### src/rtl/des_pkg.sv
// rtl/des_pkg.sv - DES key schedule tables, types and rotation/parity helpers
package des_pkg;

  typedef logic [27:0] half_key_t;
  typedef logic [47:0] subkey_t;

  typedef enum logic [1:0] {IDLE, LOAD, PRESENT, DONE} state_t;

  // PC-1 tables: 1-based DES key bit numbers, bit 1 is key[63]
  localparam int PC1_C [28] = '{
    57, 49, 41, 33, 25, 17,  9,  1, 58, 50, 42, 34, 26, 18,
    10,  2, 59, 51, 43, 35, 27, 19, 11,  3, 60, 52, 44, 36
  };
  localparam int PC1_D [28] = '{
    63, 55, 47, 39, 31, 23, 15,  7, 62, 54, 46, 38, 30, 22,
    14,  6, 61, 53, 45, 37, 29, 21, 13,  5, 28, 20, 12,  4
  };

  // PC-2 table: 1-based bit numbers into the 56-bit C||D, bit 1 is C[27]
  localparam int PC2 [48] = '{
    14, 17, 11, 24,  1,  5,  3, 28, 15,  6, 21, 10,
    23, 19, 12,  4, 26,  8, 16,  7, 27, 20, 13,  2,
    41, 52, 31, 37, 47, 55, 30, 40, 51, 45, 33, 48,
    44, 49, 39, 56, 34, 53, 46, 42, 50, 36, 29, 32
  };

  // Per-round rotation amounts; they sum to 28, so C16/D16 equal C0/D0
  localparam logic [1:0] SHIFTS [16] = '{
    2'd1, 2'd1, 2'd2, 2'd2, 2'd2, 2'd2, 2'd2, 2'd2,
    2'd1, 2'd2, 2'd2, 2'd2, 2'd2, 2'd2, 2'd2, 2'd1
  };

  function automatic half_key_t rotl(input half_key_t x, input logic [1:0] n);
    return (n == 2'd2) ? {x[25:0], x[27:26]} : {x[26:0], x[27]};
  endfunction

  function automatic half_key_t rotr(input half_key_t x, input logic [1:0] n);
    return (n == 2'd2) ? {x[1:0], x[27:2]} : {x[0], x[27:1]};
  endfunction

  // True when every key byte has odd parity
  function automatic logic key_parity_ok(input logic [63:0] k);
    return (^k[63:56]) & (^k[55:48]) & (^k[47:40]) & (^k[39:32]) &
           (^k[31:24]) & (^k[23:16]) & (^k[15:8])  & (^k[7:0]);
  endfunction

endpackage

### src/rtl/des_pc2.sv
// rtl/des_pc2.sv - combinational DES PC-2 permutation, 56-bit C||D to 48-bit subkey
module des_pc2
  import des_pkg::*;
(
  input  logic [55:0] cd,
  output subkey_t     subkey
);

  // Pick the 48 PC-2 bits; output bit 1 lands in subkey[47]
  always_comb begin
    subkey = '0;
    for (int i = 0; i < 48; i++) begin
      subkey[6'(47 - i)] = cd[6'(56 - PC2[i])];
    end
  end

endmodule

### src/rtl/des_key_sched.sv
// rtl/des_key_sched.sv - sequential DES key schedule, one subkey per handshake; optional DES_KEY_PARITY_CHECK_EN
module des_key_sched
  import des_pkg::*;
(
  input  logic        clk,
  input  logic        reset,
  input  logic [63:0] key,
  input  logic        decrypt,
  input  logic        start,
  output subkey_t     subkey,
  output logic        subkey_valid,
  input  logic        ready,
  output logic [3:0]  round,
  output logic        busy,
  output logic        done,
  output logic        parity_err
);

  state_t    state_q, state_d;
  half_key_t c_q, d_q;
  half_key_t c_pc1, d_pc1;
  half_key_t c_nxt, d_nxt;
  subkey_t   subkey_q, pc2_out;
  logic [3:0] round_q;
  logic      dec_q;
  logic      key_bad;
  logic      last_round;
  logic      xfer;
  logic      load_start;
  logic      load_step;

`ifdef DES_KEY_PARITY_CHECK_EN
  logic perr_q;
  assign key_bad = ~key_parity_ok(key);
`else
  assign key_bad = 1'b0;
`endif

  // PC-1: split the 64-bit key into the 28-bit C and D halves, parity bits dropped
  always_comb begin
    c_pc1 = '0;
    d_pc1 = '0;
    for (int i = 0; i < 28; i++) begin
      c_pc1[5'(27 - i)] = key[6'(64 - PC1_C[i])];
      d_pc1[5'(27 - i)] = key[6'(64 - PC1_D[i])];
    end
  end

  assign last_round = dec_q ? (round_q == 4'd0) : (round_q == 4'd15);
  assign load_start = (state_q == IDLE) && start && !key_bad;
  assign load_step  = xfer && !last_round;

  // Next C/D: fresh PC-1 load at start, otherwise step one round in the captured direction
  always_comb begin
    c_nxt = c_q;
    d_nxt = d_q;
    if (state_q == IDLE) begin
      if (decrypt) begin
        c_nxt = c_pc1;
        d_nxt = d_pc1;
      end else begin
        c_nxt = rotl(c_pc1, SHIFTS[0]);
        d_nxt = rotl(d_pc1, SHIFTS[0]);
      end
    end else if (dec_q) begin
      c_nxt = rotr(c_q, SHIFTS[round_q]);
      d_nxt = rotr(d_q, SHIFTS[round_q]);
    end else begin
      c_nxt = rotl(c_q, SHIFTS[round_q + 4'd1]);
      d_nxt = rotl(d_q, SHIFTS[round_q + 4'd1]);
    end
  end

  // Subkey is registered from the C/D value being loaded, so it is ready with the new state
  des_pc2 u_pc2 (
    .cd     ({c_nxt, d_nxt}),
    .subkey (pc2_out)
  );

  // State register
  always_ff @(posedge clk or negedge reset) begin
    if (!reset) state_q <= IDLE;
    else        state_q <= state_d;
  end

  // Next-state and handshake decode; LOAD is the single bubble between subkeys
  always_comb begin
    state_d      = state_q;
    subkey_valid = 1'b0;
    busy         = 1'b0;
    done         = 1'b0;
    xfer         = 1'b0;
    case (state_q)
      IDLE: begin
        if (start) state_d = key_bad ? DONE : PRESENT;
      end
      LOAD: begin
        busy    = 1'b1;
        state_d = PRESENT;
      end
      PRESENT: begin
        busy         = 1'b1;
        subkey_valid = 1'b1;
        if (ready) begin
          xfer    = 1'b1;
          state_d = last_round ? DONE : LOAD;
        end
      end
      DONE: begin
        done    = 1'b1;
        state_d = IDLE;
      end
      default: state_d = IDLE;
    endcase
  end

  // Key halves, direction, round index and registered subkey
  always_ff @(posedge clk or negedge reset) begin
    if (!reset) begin
      c_q      <= '0;
      d_q      <= '0;
      subkey_q <= '0;
      round_q  <= 4'd0;
      dec_q    <= 1'b0;
    end else if (load_start) begin
      c_q      <= c_nxt;
      d_q      <= d_nxt;
      subkey_q <= pc2_out;
      round_q  <= decrypt ? 4'd15 : 4'd0;
      dec_q    <= decrypt;
    end else if (load_step) begin
      c_q      <= c_nxt;
      d_q      <= d_nxt;
      subkey_q <= pc2_out;
      round_q  <= dec_q ? (round_q - 4'd1) : (round_q + 4'd1);
    end
  end

`ifdef DES_KEY_PARITY_CHECK_EN
  // Parity error flag, refreshed on every accepted start
  always_ff @(posedge clk or negedge reset) begin
    if (!reset)                         perr_q <= 1'b0;
    else if ((state_q == IDLE) && start) perr_q <= key_bad;
  end
  assign parity_err = perr_q;
`else
  assign parity_err = 1'b0;
`endif

  assign subkey = subkey_q;
  assign round  = round_q;

endmodule

### config.mk
export PLATFORM = sky130hd
export DESIGN_NAME = des_key_sched
export DESIGN_NICKNAME = d
export VERILOG_FILES = /design/src/rtl/des_pkg.sv /design/src/rtl/des_pc2.sv /design/src/rtl/des_key_sched.sv
export SDC_FILE = /design/constraint.sdc
export NUM_CORES = 1
export LEC_CHECK = 0
export BUFFER_PORTS_ARGS = -buffer_cell sky130_fd_sc_hd__buf_2
export CAP_MARGIN = 20
export CORE_UTILIZATION = 55
export CTS_CLUSTER_SIZE = 30
export DETAILED_ROUTE_END_ITERATION = 8
export PLACE_DENSITY_LB_ADDON = 0.08
export SLEW_MARGIN = 30
export SYNTH_ARGS = -nofsm -noshare
export SYNTH_HDL_FRONTEND = slang
export SYNTH_SLANG_ARGS = --single-unit
export TNS_END_PERCENT = 5
### constraint.sdc
create_clock -name clk -period 3.4 [get_ports clk]
set_input_delay 0.17 -clock clk [delete_from_list [all_inputs] [get_ports clk]]
set_output_delay 0.17 -clock clk [all_outputs]
set_load 0.05 [all_outputs]
Word level (Yosys, flattened, before mapping)

Memory sizes are Yosys's and may differ from the RTL's.
Cells that the tools add are included.

Memories kept: 2
Word-level logic and storage cells: 64
Input bits: 69
Output and inout port bits: 56
Bits in registers: 111
Bits in read-only memories: 64

Reduce and logical (&&, ||, !) cells: 8
Muxes and demuxes: 34
Equal/unequal tests: 8
Bitwise logic cells: 2
Add/subtract/negate cells: 2
Order comparisons: 2

Memory list:

| memory          | words | bits a word | read ports | clocked after memory_dff | wr ports | RTL line            | source |
|---|---|---|---|---|---|---|---|
| (no name shown) | 16    | 2           | 1          | 0                        | 0        | des_key_sched.sv:70 | `d_nxt = rotl(d_q, SHIFTS[round_q + 4'd1]);` |
| (no name shown) | 16    | 2           | 1          | 0                        | 0        | des_key_sched.sv:67 | `d_nxt = rotr(d_q, SHIFTS[round_q]);` |

Operators with widths:

| cell                                                                | count |
|---|---|
| 28-bit two-way mux                                                  | 12 |
| 48-bit two-way mux                                                  | 2 |
| 17-bit two-way mux                                                  | 2 |
| 4-bit two-way mux                                                   | 4 |
| 2-bit two-way mux                                                   | 7 |
| 5-bit greater-or-equal comparator (second input constant)           | 2 |
| 4-bit NOT with 5-bit output                                         | 2 |
| 2-bit == test (second input constant)                               | 4 |
| 2-bit one-hot mux with 4 select lines                               | 1 |
| 1-bit two-way mux                                                   | 6 |
| 4-bit by 1-bit adder with 4-bit output (second input constant)      | 1 |
| 4-bit == test (second input constant)                               | 1 |
| 4-bit zero test                                                     | 1 |
| 2-bit != test (second input constant)                               | 2 |
| 4-bit by 1-bit subtractor with 4-bit output (second input constant) | 1 |
| 2-bit by 1-bit == test with 1-bit output (second input constant)    | 1 |
| 1-bit logical AND                                                   | 2 |
| 2-bit zero test                                                     | 1 |
| 2-bit AND reduction                                                 | 1 |
| 2-bit nonzero test                                                  | 1 |
| 2-bit OR reduction                                                  | 1 |
| 1-bit zero test                                                     | 1 |

Longest topological paths before layout

Depth after elaboration: 11
Mapped depth: 9
Gate-level depth less buffers: 7

Cells and area by module

Synthesis repeated with hierarchy kept, for this count alone.

Cells, all modules: 786
Area total of the unflattened synthesis: 7270.7 um2

Modules (own cells, without submodules):

| module        | seq. area each (um2) | cells each | times used | area each (um2) |
|---|---|---|---|---|
| des_key_sched | 2777.7               | 737        | 1          | 6906.6 |
| des_pc2       | 0.0                  | 49         | 1          | 364.1 |

Least setup slack after synthesis

OpenSTA, ideal clock, no wires.

Path type: reg2reg
Start point: register round_q[1], in the netlist round[1]
End point: register c_q[13]
Slack: 0.818 ns
Period minus slack after synthesis: 2.582 ns
Cell stages (with the launch flop): 9
Required time: 3.262 ns
Buffers on the path: 2
Data arrival time: 2.444 ns
Library setup time: 0.138 ns
Cell sequence: dfrtp_1 -> clkbuf_1 -> inv_1 -> ha_1 -> or3_1 -> a31oi_4 -> buf_2 -> mux2i_1 -> o221ai_1

Word-level cells in the longest chain between the ends: 11
Elaborated cells on any way between the ends: 23
Those cells by class: 1 x add/sub; 3 x eq/ne; 11 x mux; 2 x bitwise; 4 x reduce/logical; 2 x memory

Ends and longest elaborated chain:

| what                                              | RTL line             | source |
|---|---|---|
| start, declared                                   | des_key_sched.sv:24  | `logic [3:0] round_q;` |
| start signal, assigned                            | des_key_sched.sv:129 | `round_q <= decrypt ? 4'd15 : 4'd0;` |
| start signal, assigned                            | des_key_sched.sv:135 | `round_q <= dec_q ? (round_q - 4'd1) : (round_q + 4'd1);` |
| 4-bit by 1-bit adder with 4-bit output            | des_key_sched.sv:69  | `c_nxt = rotl(c_q, SHIFTS[round_q + 4'd1]);` |
| 4-bit NOT with 5-bit output (implied by the code) | des_key_sched.sv:69  |  |
| memory read 16 x 2 bit                            | -                    |  |
| 2-bit two-way mux (2 in series)                   | -                    |  |
| 2-bit == test                                     | -                    |  |
| 28-bit two-way mux                                | des_pkg.sv:34        | `return (n == 2'd2) ? {x[25:0], x[27:26]} : {x[26:0], x[27]};` |
| 28-bit two-way mux                                | des_key_sched.sv:65  | `end else if (dec_q) begin` |
| 28-bit two-way mux                                | des_key_sched.sv:57  | `if (state_q == IDLE) begin` |
| 28-bit two-way mux                                | des_key_sched.sv:131 | `end else if (load_step) begin` |
| 28-bit two-way mux                                | des_key_sched.sv:125 | `end else if (load_start) begin` |
| end signal, assigned                              | des_key_sched.sv:126 | `c_q <= c_nxt;` |
| end signal, assigned                              | des_key_sched.sv:132 | `c_q <= c_nxt;` |
| end, declared                                     | des_key_sched.sv:20  | `half_key_t c_q, d_q;` |

Parallel ways exist; a longest one is shown, timed or not. The select of a mux whose other input is x is not followed.
A chain may end at the register's enable or synchronous reset.

Worst setup path in the final report

Start point: register round_q[1], in the netlist round[1]
End point: register c_q[17]

The elaborated chain is that of the path after synthesis.

==> results.toml <==
[floorplan]
die_height_um = 96.09
coreArea_mm2 = 0.008382
start_util_pct = 58.08
die_width_um = 96.09
num_rows = 33
dieArea_mm2 = 0.009232
design.portCount = 125

[timing]
setup_violations = 0
grt_setup_unrepaired = "no"
worst-slew-pin-transition_ps = 843.4
max_freq_mhz = 360.7
finalCritPeriodShare_pct = 81.55
finalWorstPathRequiredPeriod_ps = 2773
final_hold_viol_count = 0
max_slew_margin_pct = 43.77
report.final.slew_viol_count = 0
finalSetupTns_ps = 0
fin_skew_ps = 10.00

[power_and_ir_drop]
post-layout-total-power_uw = 5906
max-vdd-ir-drop_mv = 0.9415
power.density_cell_area_mw_per_mm2 = 1160
p_leak_uw = 0.002263

[clocking]
cts_resized = 0
clock_root_buffer = "sky130_fd_sc_hd__clkbuf_8"
post_cts_hold_buffer_count = 0
clk_latency_ps = 350
htreeDepth = 3
path_clk_slew_ps = 70
post-cts-setup-buffers = 0
tritoncts_clock_tree = "built"
cts_num_sinks = 63
numCtsBuffers = 9
cts.path.max_buffers = 2

[global_routing]
grt_start_max_net_pins = 64
grt-busiest-layer = "met2"
globalRouteMet1Util_pct = 33.87
groute.usage.overall_pct = 24.63
first_global_vias = 3637
grtUsageMet3_pct = 3.318
global_route_wire_length_before_repair_mm = 17.64
grt-ovfl-total = 0
antenna_found_initial = 0
global_route.usage.met2_pct = 39.66

[logic_synthesis]
netlist_top_cells_area = "sky130_fd_sc_hd__dfrtp_1, sky130_fd_sc_hd__mux2i_1, sky130_fd_sc_hd__nand2_1"
edff_count_synth = 0
avg_cell_area_syn_um2 = 9.134
synth_cells = 533
netlist.top_cell.by_area = "sky130_fd_sc_hd__dfrtp_1"
synth.distinct_cells = 38
synth_seq_area_share_pct = 32.38
ys.warnings.count = 0
post_synthesis_instance_area_mm2 = 0.004868
fraction_of_registers_with_async_set_reset_pct = 100.0
synth_seq_cells = 63
ys.flop_type = "sky130_fd_sc_hd__dfrtp_1"
share_of_yosys_cell_area_claimed_by_the_top_area_cell_type_pct = 32.38

[placed_design]
global_placement_routability_congestion = 0.8568
detailed_place_hpwl_mm = 6.830
port_buffers = 49

[critical_path]
required_ps = 3600
critical_path.endpoint_type = "register"
startpoint_type = "register"
worst_ep_arrival_time_ps = 2970
cp_max_fo = 41
timing.setup.critical_path_class = "register to register"

[routing]
vias = 3849
wire_per_inst_um = 16.40
routed_wl_mm = 10.61
drc = 0
final_antenna_net_count = 0
first_iter_violations = 206
detailedRoute.firstPassIterationCount = 4
drt-vias-per-instance = 5.949

[run]
drv_cap = 0

[status]
status = "finished, final reports clean"

[layout]
antenna-diode-count = 0
final_net_count = 616
drive_above_1_share_pct = 17.34
filler_cell_count = 762
flow.area_growth_from_synthesis_pct = 4.549

[worst_hold_path]
hold_path_class = "primary input to async pin"
==> cell usage after synthesis (2+ instances only) <==
cell,instances
sky130_fd_sc_hd__dfrtp_1,63
sky130_fd_sc_hd__nand2_1,104
sky130_fd_sc_hd__buf_4,51
sky130_fd_sc_hd__ha_1,10
sky130_fd_sc_hd__mux2_2,10
sky130_fd_sc_hd__nand3_1,21
sky130_fd_sc_hd__o221ai_1,41
sky130_fd_sc_hd__o21ai_0,18
sky130_fd_sc_hd__nand4b_1,2
sky130_fd_sc_hd__nor4b_1,2
sky130_fd_sc_hd__or3_1,3
sky130_fd_sc_hd__a31o_1,15
sky130_fd_sc_hd__inv_1,5
sky130_fd_sc_hd__a21oi_1,5
sky130_fd_sc_hd__mux2i_1,98
sky130_fd_sc_hd__buf_2,13
sky130_fd_sc_hd__nor3_1,3
sky130_fd_sc_hd__xnor2_1,4
sky130_fd_sc_hd__clkbuf_1,18
sky130_fd_sc_hd__nor2_1,22
sky130_fd_sc_hd__buf_6,8
==> worst max-delay path, stage by stage (launching register included) <==
cell                       delay, ps
sky130_fd_sc_hd__dfrtp_1         610
sky130_fd_sc_hd__ha_1            410
sky130_fd_sc_hd__nand4b_1        280
sky130_fd_sc_hd__a41oi_4         370
sky130_fd_sc_hd__nor2_2          210
sky130_fd_sc_hd__nand2_1         110
sky130_fd_sc_hd__buf_4           400
sky130_fd_sc_hd__o221ai_1        210
==> final timing paths <==
check / cells after the start / slack (ps) / startpoint / to
max: 7 / 630 / round[1] / c_q[17]
min: 2 / 3 / reset / d_q[9]
max reg2reg: 7 / 630 / round[1] / c_q[17]
min reg2reg: 1 / 550 / state_q[0] / state_q[0]
max in group asynchronous: 2 / 2850 / reset / c_q[10]
min in group clk: 3 / 220 / start / round[2]
==> per-stage QoR <==
stage / utilization [%] / instance area (µm²) / cells / setup WS (ps) / hold WS, ps
final: 60.73 / 5090 / 647 / 627.5 / 3.155
after global routing: 60.73 / 5090 / 647 / 397.9 / 88.12
after CTS: 60.73 / 5090 / 647 / 643.2 / 44.50
after detailed placement: 58.08 / 4868 / 631 / 671.3 / 409.1
after global placement: 58.08 / 4868 / 631 / 704.3 / 413.9
after floorplan: - / 4951 / 555 / 817.7 / -125.6
==> per-layer routing <==
| layer | vias up | routed length (µm) |
|---|---|---|
| met1 | 1908 | 5109 |
| met2 | 76 | 5070 |
| met5 | - | 0 |
| met4 | 0 | 131 |
| met3 | 12 | 298 |
| li1 | 1853 | - |
==> where the power goes <==
part	switching, µW	internal [µW]	leakage (µW)	total, µW
Clock	327	414	0.000105	741
Combinational	2340	1500	0.00132	3830
Sequential	355	976	0.000842	1330
Total	3020	2890	0.00226	5910
==> placed cells by master (no fill, tap or decap), types with 3 or more instances in the layout <==
cell type	count
sky130_fd_sc_hd__xnor2_1	4
sky130_fd_sc_hd__o221ai_1	41
sky130_fd_sc_hd__ha_1	10
sky130_fd_sc_hd__buf_2	49
sky130_fd_sc_hd__a21oi_1	5
sky130_fd_sc_hd__or3_1	3
sky130_fd_sc_hd__nor2_1	22
sky130_fd_sc_hd__conb_1	23
sky130_fd_sc_hd__mux2_2	10
sky130_fd_sc_hd__o21ai_0	18
sky130_fd_sc_hd__inv_1	5
sky130_fd_sc_hd__clkbuf_8	9
sky130_fd_sc_hd__a31o_1	15
sky130_fd_sc_hd__buf_4	9
sky130_fd_sc_hd__nand2_1	104
sky130_fd_sc_hd__buf_12	3
sky130_fd_sc_hd__dfrtp_1	63
sky130_fd_sc_hd__nor3_1	3
sky130_fd_sc_hd__mux2i_1	98
sky130_fd_sc_hd__nand3_1	21
==> logic make-up after synthesis <==
family,share of synthesized area (%)
AND/OR/NAND/NOR,14.55
multiplexers,22.46
buffers and inverters,12.82
AO/OA/AOI/OAI,14.24
flip-flops,32.38
adder cells (fa/ha/maj),2.570
XOR/XNOR,0.8995
other,0.07703
==> layout make-up <==
| class | count | area, µm² | share of cell area [%] |
|---|---|---|---|
| inverters | 5 | 18.77 | 0.3687 |
| clock buffers | 9 | 123.9 | 2.434 |
| repair buffers | 61 | 372.9 | 7.325 |
| flip-flops and latches | 63 | 1577 | 30.97 |
| well taps | 105 | 131.4 | 2.581 |
| clock inverters | 7 | 97.59 | 1.917 |
| multi-input cells | 397 | 2769 | 54.40 |
==> registers in the layout, summed over array words and instances (netlist names) <==
signal / flops
round: 4
dec_q: 1
state_q: 2
c_q: 28
d_q: 27
subkey: 1
(Power assumes the default switching activity.)
